[config.mk]
export PLATFORM = sky130hd
export DESIGN_NAME = sprite_layer_compositor_flat
export DESIGN_NICKNAME = d
export VERILOG_FILES = /design/src/rtl/sprite_layer_compositor_if.sv /design/src/rtl/sprite_layer_compositor.sv /design/src/flat_wrapper.sv
export SDC_FILE = /design/constraint.sdc
export NUM_CORES = 1
export LEC_CHECK = 0
export CORE_MARGIN = 2
export CORE_UTILIZATION = 48
export DETAILED_ROUTE_END_ITERATION = 8
export PLACE_DENSITY = 0.77
export SLEW_MARGIN = 20
export SYNTH_ARGS = -nofsm -noshare
export SYNTH_HDL_FRONTEND = slang
export SYNTH_SLANG_ARGS = --single-unit
export TNS_END_PERCENT = 10
[constraint.sdc]
create_clock -name Clk -period 2.76 [get_ports Clk]
set_clock_uncertainty 0.05 [all_clocks]
set_input_delay 0.276 -clock Clk [delete_from_list [all_inputs] [get_ports Clk]]
set_output_delay 0.276 -clock Clk [all_outputs]
set_load 0.02 [all_outputs]
[src/rtl/sprite_layer_compositor_if.sv]
// Pixel, mode-request and composite-result bundle
// between the video timing/game logic and the compositor.
interface sprite_layer_compositor_if #(
  parameter int NL = 4,
  parameter int CW = 8
);
  localparam int HW = (NL > 1) ? $clog2(NL) : 1;

  logic              frame_start;
  logic              pix_valid;
  logic [NL-1:0]     LayerOn;
  logic [NL*3*CW-1:0] LayerRGB;
  logic              SplashScreen;
  logic              GameOver;
  logic [CW-1:0]     Red;
  logic [CW-1:0]     Green;
  logic [CW-1:0]     Blue;
  logic              out_valid;
  logic [HW-1:0]     HitLayer;
  logic              HitBg;
  logic [NL-1:0]     FrameCollision;
  logic [1:0]        Mode;

  modport master (
    output frame_start, pix_valid, LayerOn, LayerRGB,
    output SplashScreen, GameOver,
    input  Red, Green, Blue, out_valid,
    input  HitLayer, HitBg, FrameCollision, Mode
  );

  modport slave (
    input  frame_start, pix_valid, LayerOn, LayerRGB,
    input  SplashScreen, GameOver,
    output Red, Green, Blue, out_valid,
    output HitLayer, HitBg, FrameCollision, Mode
  );
endinterface

[src/rtl/sprite_layer_compositor.sv]
// Two-stage priority compositor with colour-key transparency,
// frame-synchronous mode override and per-frame overlap report.
module sprite_layer_compositor #(
  parameter int NL = 4,
  parameter int CW = 8,
  parameter logic [3*CW-1:0] KEY_RGB = 24'h000000,
  parameter logic [3*CW-1:0] BG_RGB = 24'h000000,
  parameter logic [3*CW-1:0] SPLASH_RGB = 24'hAF00A0,
  parameter logic [3*CW-1:0] OVER_RGB = 24'hAF0000,
  parameter int FLASH_FRAMES = 8,
  parameter int FLASH_PHASES = 6
) (
  input logic Clk,
  input logic Reset,
  sprite_layer_compositor_if.slave bus
);
  localparam int PXW = 3 * CW;
  localparam int HW = (NL > 1) ? $clog2(NL) : 1;
  localparam int FW = $clog2(FLASH_FRAMES + 1);
  localparam int PW = $clog2(FLASH_PHASES + 1);

  typedef enum logic [1:0] {
    SPLASH     = 2'd0,
    PLAY       = 2'd1,
    OVER_FLASH = 2'd2,
    OVER_HOLD  = 2'd3
  } mode_t;

  mode_t mode, modeNext;
  logic [FW-1:0] flashFrame, frameNext;
  logic [PW-1:0] flashPhase, phaseNext;

  logic [NL-1:0] opaque;
  logic [NL-1:0] hits;
  logic [NL-1:0] acc;

  logic [NL-1:0] s1Opaque;
  logic [NL*PXW-1:0] s1Rgb;
  logic s1Valid;

  logic [HW-1:0] winIdx;
  logic winBg;
  logic [PXW-1:0] winRgb;
  logic [PXW-1:0] shown;

  assign bus.Mode = mode;

  // A covering layer is transparent when its colour equals the key
  always_comb begin
    opaque = '0;
    for (int k = 0; k < NL; k++)
      opaque[k] = bus.LayerOn[k] &&
        (bus.LayerRGB[k*PXW +: PXW] != KEY_RGB);
  end

  // Overlap of each lower layer with the player ship, live pixels in PLAY
  always_comb begin
    hits = '0;
    if (mode == PLAY && bus.pix_valid)
      for (int k = 1; k < NL; k++)
        hits[k] = opaque[0] && opaque[k];
  end

  // Stage 1: capture transparency vector, colours and pixel valid
  always_ff @(posedge Clk) begin
    if (Reset) begin
      s1Opaque <= '0;
      s1Rgb <= '0;
      s1Valid <= 1'b0;
    end else begin
      s1Opaque <= opaque;
      s1Rgb <= bus.LayerRGB;
      s1Valid <= bus.pix_valid;
    end
  end

  // Frame overlap accumulator; a hit on the frame_start cycle opens the new frame
  always_ff @(posedge Clk) begin
    if (Reset) begin
      acc <= '0;
      bus.FrameCollision <= '0;
    end else if (bus.frame_start) begin
      bus.FrameCollision <= acc;
      acc <= hits;
    end else begin
      acc <= acc | hits;
    end
  end

  // Highest-priority opaque layer wins; scan down so layer 0 lands last
  always_comb begin
    winIdx = '0;
    winBg = 1'b1;
    winRgb = BG_RGB;
    for (int k = NL - 1; k >= 0; k--) begin
      if (s1Opaque[k]) begin
        winIdx = HW'(k);
        winBg = 1'b0;
        winRgb = s1Rgb[k*PXW +: PXW];
      end
    end
  end

  // Mode override of the composite colour
  always_comb begin
    shown = winRgb;
    unique case (mode)
      SPLASH:     shown = SPLASH_RGB;
      PLAY:       shown = winRgb;
      OVER_FLASH: if (!flashPhase[0]) shown = OVER_RGB;
      OVER_HOLD:  shown = OVER_RGB;
    endcase
  end

  // Stage 2: registered pixel, blanked outside the visible area
  always_ff @(posedge Clk) begin
    if (Reset) begin
      {bus.Red, bus.Green, bus.Blue} <= '0;
      bus.out_valid <= 1'b0;
      bus.HitLayer <= '0;
      bus.HitBg <= 1'b1;
    end else begin
      {bus.Red, bus.Green, bus.Blue} <= s1Valid ? shown : '0;
      bus.out_valid <= s1Valid;
      bus.HitLayer <= winIdx;
      bus.HitBg <= winBg;
    end
  end

  // Mode state and flash counters
  always_ff @(posedge Clk) begin
    if (Reset) begin
      mode <= SPLASH;
      flashFrame <= '0;
      flashPhase <= '0;
    end else begin
      mode <= modeNext;
      flashFrame <= frameNext;
      flashPhase <= phaseNext;
    end
  end

  // Requests only act at frame_start; splash outranks game-over
  always_comb begin
    modeNext = mode;
    frameNext = flashFrame;
    phaseNext = flashPhase;
    if (bus.frame_start) begin
      if (bus.SplashScreen) begin
        modeNext = SPLASH;
      end else begin
        unique case (mode)
          SPLASH: modeNext = PLAY;
          PLAY: begin
            if (bus.GameOver) begin
              modeNext = OVER_FLASH;
              frameNext = '0;
              phaseNext = '0;
            end
          end
          OVER_FLASH: begin
            if (!bus.GameOver) begin
              modeNext = PLAY;
            end else if (flashFrame == FW'(FLASH_FRAMES - 1)) begin
              frameNext = '0;
              phaseNext = flashPhase + 1'b1;
              if (flashPhase == PW'(FLASH_PHASES - 1))
                modeNext = OVER_HOLD;
            end else begin
              frameNext = flashFrame + 1'b1;
            end
          end
          OVER_HOLD: if (!bus.GameOver) modeNext = PLAY;
        endcase
      end
    end
  end
endmodule

[src/flat_wrapper.sv]
// flat-port wrapper written by rule: the top's interface ports become plain ports
module sprite_layer_compositor_flat 
#(
  parameter int NL = 4,
  parameter int CW = 8,
  parameter logic [3*CW-1:0] KEY_RGB = 24'h000000,
  parameter logic [3*CW-1:0] BG_RGB = 24'h000000,
  parameter logic [3*CW-1:0] SPLASH_RGB = 24'hAF00A0,
  parameter logic [3*CW-1:0] OVER_RGB = 24'hAF0000,
  parameter int FLASH_FRAMES = 8,
  parameter int FLASH_PHASES = 6
)
  (Clk, Reset, bus_frame_start, bus_pix_valid, bus_LayerOn, bus_LayerRGB, bus_SplashScreen, bus_GameOver, bus_Red, bus_Green, bus_Blue, bus_out_valid, bus_HitLayer, bus_HitBg, bus_FrameCollision, bus_Mode);
  sprite_layer_compositor_if #(.NL(NL), .CW(CW)) bus_i ();
  input logic Clk;
  input logic Reset;
  input wire logic [$bits(bus_i.frame_start)-1:0] bus_frame_start;
  input wire logic [$bits(bus_i.pix_valid)-1:0] bus_pix_valid;
  input wire logic [$bits(bus_i.LayerOn)-1:0] bus_LayerOn;
  input wire logic [$bits(bus_i.LayerRGB)-1:0] bus_LayerRGB;
  input wire logic [$bits(bus_i.SplashScreen)-1:0] bus_SplashScreen;
  input wire logic [$bits(bus_i.GameOver)-1:0] bus_GameOver;
  output wire logic [$bits(bus_i.Red)-1:0] bus_Red;
  output wire logic [$bits(bus_i.Green)-1:0] bus_Green;
  output wire logic [$bits(bus_i.Blue)-1:0] bus_Blue;
  output wire logic [$bits(bus_i.out_valid)-1:0] bus_out_valid;
  output wire logic [$bits(bus_i.HitLayer)-1:0] bus_HitLayer;
  output wire logic [$bits(bus_i.HitBg)-1:0] bus_HitBg;
  output wire logic [$bits(bus_i.FrameCollision)-1:0] bus_FrameCollision;
  output wire logic [$bits(bus_i.Mode)-1:0] bus_Mode;
  assign bus_i.frame_start = bus_frame_start;
  assign bus_i.pix_valid = bus_pix_valid;
  assign bus_i.LayerOn = bus_LayerOn;
  assign bus_i.LayerRGB = bus_LayerRGB;
  assign bus_i.SplashScreen = bus_SplashScreen;
  assign bus_i.GameOver = bus_GameOver;
  assign bus_Red = bus_i.Red;
  assign bus_Green = bus_i.Green;
  assign bus_Blue = bus_i.Blue;
  assign bus_out_valid = bus_i.out_valid;
  assign bus_HitLayer = bus_i.HitLayer;
  assign bus_HitBg = bus_i.HitBg;
  assign bus_FrameCollision = bus_i.FrameCollision;
  assign bus_Mode = bus_i.Mode;
  sprite_layer_compositor #(.NL(NL), .CW(CW), .KEY_RGB(KEY_RGB), .BG_RGB(BG_RGB), .SPLASH_RGB(SPLASH_RGB), .OVER_RGB(OVER_RGB), .FLASH_FRAMES(FLASH_FRAMES), .FLASH_PHASES(FLASH_PHASES)) u_core (.Clk(Clk), .Reset(Reset), .bus(bus_i));
endmodule
==> out/results.txt <==
status = finished, final reports clean
P&R area growth vs syn = 38.92%
Starting Density = 49.81%
Startpoint Class = flip-flop
Routed WL = 14.33 mm
period utilization = 88.31%
XOR/XNOR Fraction of Synth Area = 0%
type of the worst setup path = reg -> reg
Worst-path clk slew = 0.06 ns
multiplexer share of the synthesized area = 0.7958%
Adder-Cell Fraction of Synth Area = 1.688%
Total Routing Usage GR = 25.63%
Synth Register Bits = 144
DR WL/cell = 17.81 um
Pre-Repair DR Iteration Count = 5
critical path cell sequence = inv_1 > ha_1 > a21boi_0 > a2111oi_0 > o31a_1 > mux2_2
placeable core area = 0.01042 mm^2
post-synth net total = 644
Cell Rows = 37
Skew-Pair Late Insertion Delay = 0.53 ns
layout cell share with drive strength beyond 1 = 5.830%
hold path depth = 2
Routability Congestion = 0.8082
complex-gate fraction of the synthesized area = 13.36%
unrepaired setup endpoints after global routing = no
Warnings, synthesis = 0
Design Area, Final = 0.007208 mm^2
Worst Tran Pin Value = 0.7551 ns
vias in the first global route = 4342
setup TNS = 0 ns
worst path buffer plus inverter count = 1
Post-synth top flop = dfxtp_1
Synth top area share = 55.56%
post-cts resize count = 0
CP max stage cell = a2111oi_0
Pint = 3.744 mW
slew margin rel. = 49.66%
Clock Tree Root = clkbuf_8
die extent in y = 108.0 um
sequential power share = 44.8%
WP depth = 6
critical path fanouts, max = 16
arrival time worst endpoint = 2.80 ns
# hold bufs at CTS = 0
Peak VDD IR = 0.4455 mV
Final Util = 69.20%
die footprint = 0.01166 mm^2
vias per cell = 5.348
Fin. Hold Viols = 0
CP delay by family, top = compound AO/OA/AOI/OAI gates
Routed Antenna Nets = 0
clock share of power = 46.0%
Synth cell types = 42
static leakage = 2.694 nW
fin crit period = 2.437 ns
I/O pin total = 140
Num Clock Sinks = 144
Max stage delay on crit path = 0.60 ns
DIE WIDTH = 108.0 um
NetSw = 1.162 mW
Port Buf Inserts = 138
CTS tree = done
largest net degree at the start of global routing = 80
dpl hpwl = 10.19 mm
total number of H-tree levels = 4
syn_area_per_cell = 9.772 um^2
Antenna Cells = 0
final setup fails = 0
Max Clk Rate = 0.4103 GHz
# nets final = 769
sw frac = 23.68%
worst hold path class = in -> reg
pwr dens = 680.5 mW/mm^2
area share of and/or/nand/nor cells after synthesis = 23.58%
fin. max-slew vios = 0
area leader, netlist = dfxtp_1
Setup Fix Bufs, Post-CTS = 0
ys async rst share = 0%
Max clock buf depth = 2
Residual DRC = 0
critical path required time = 3.12 ns
Max Cap Violations = 0
vias = 4305
Worst Reg2Reg Path Length in Cells = 6
initial antenna violation count = 0
crit end category = flip-flop
sequential area share after synthesis = 55.56%
first-pass GRT wire length = 22.34 mm
DP Area = 0.006624 mm^2
placed cells = 773
DR iter-0 viols = 289
post-synthesis instance area = 0.005189 mm^2
Post-synth EDFFs = 0
non-filler cells, final = 805
main combinational cell family by area after synthesis = simple AND/OR/NAND/NOR gates
GRT overflow = 0
Mapped Cells = 531
largest cells by area after synthesis = dfxtp_1, nor2b_1, nor4_1
CTS Buf Count = 17
part of the power in combinational logic = 9.2%
## worst paths after layout
path                       from  slack [ns]                   to
max          u_core.bus.Mode[0]        0.32   u_core.bus.Mode[0]
min                       Reset        0.13     u_core.s1Rgb[18]
max reg2reg  u_core.bus.Mode[0]        0.32   u_core.bus.Mode[0]
min reg2reg     u_core.s1Rgb[9]        0.40  u_core.bus.Green[1]
## state kept, by name, indices dropped and copies added (netlist names), 2 cells and up
name	count
u_core.acc	3
u_core.bus.Blue	8
u_core.bus.FrameCollision	3
u_core.bus.Green	8
u_core.bus.HitLayer	2
u_core.bus.Mode	2
u_core.bus.Red	8
u_core.flashFrame	4
u_core.flashPhase	3
u_core.s1Opaque	4
u_core.s1Rgb	96
## cells in the final DEF (no fill, tap or decap), types with 14 or more instances in the layout
master / synthesis / final
dfxtp_1: 144 / 144
a221oi_1: 16 / 16
clkdlybuf4s50_1: 0 / 137
clkbuf_16: 0 / 16
nand2_1: 28 / 28
nand3_1: 16 / 16
a21oi_1: 27 / 27
inv_1: 26 / 26
nor4_1: 25 / 25
nor2_1: 14 / 14
nor2b_1: 101 / 101
a211o_1: 17 / 17
## cell type report
type	instances	area, um^2
Clock inverter	13	152.6
Tap cell	136	170.2
Multi-Input combinational cell	323	2049
Fill cell	794	3208
Inverter	26	97.59
Clock buffer	19	431.7
Sequential cell	144	2883
Timing Repair Buffer	144	1424
## power by group through the flow
stage                     logic [mW]  clock network (mW)  registers, mW
after floorplan                0.193                   0           2.24
after global placement         0.440                   0           2.24
after detailed placement       0.445                   0           2.24
after CTS                      0.450                2.27           2.20
after global routing           0.486                2.36           2.21
final                          0.451                2.26           2.20
## through the flow
| stage | worst slack, ns | total power [mW] | hold WS (ns) |
|---|---|---|---|
| after global placement | 0.5802 | 2.681 | 0.3874 |
| after floorplan | 0.6320 | 2.437 | 0.3542 |
| final | 0.3227 | 4.905 | 0.1339 |
| after CTS | 0.3882 | 4.915 | 0.1381 |
| after global routing | 0.2035 | 5.050 | 0.1536 |
| after detailed placement | 0.4118 | 2.689 | 0.3889 |
## per-layer routing
layer	up-vias	global-route usage, %	routed length (um)
met5	-	0	0
met1	2029	31.08	6019
met3	22	5.304	723
met2	164	45.24	7323
met4	0	8.700	267
li1	2090	-	-
## cell usage after synthesis (all sizes together), types with 2 or more instances
cell type and count:
nor3 6, nor4 25, nand4b 2, nand3b 2, nor2b 101, inv 26
nand2b 9, mux2i 3, or3 2, clkbuf 31, nand3 16, nand4 5
buf 7, o31ai 2, nor2 14, a221o 7, a21o 3, a31oi 8
nand2 28, ha 7, o41ai 3, a21oi 27, a211o 17, o21ai 7
a221oi 16, dfxtp 144
## cell families after synthesis
group,after synthesis
AO/OA/AOI/OAI,96
adder cells (fa/ha/maj),7
buffers and inverters,64
flip-flops,144
multiplexers,4
other,1
AND/OR/NAND/NOR,215
Note: power is estimated with default switching activity, not from simulation.
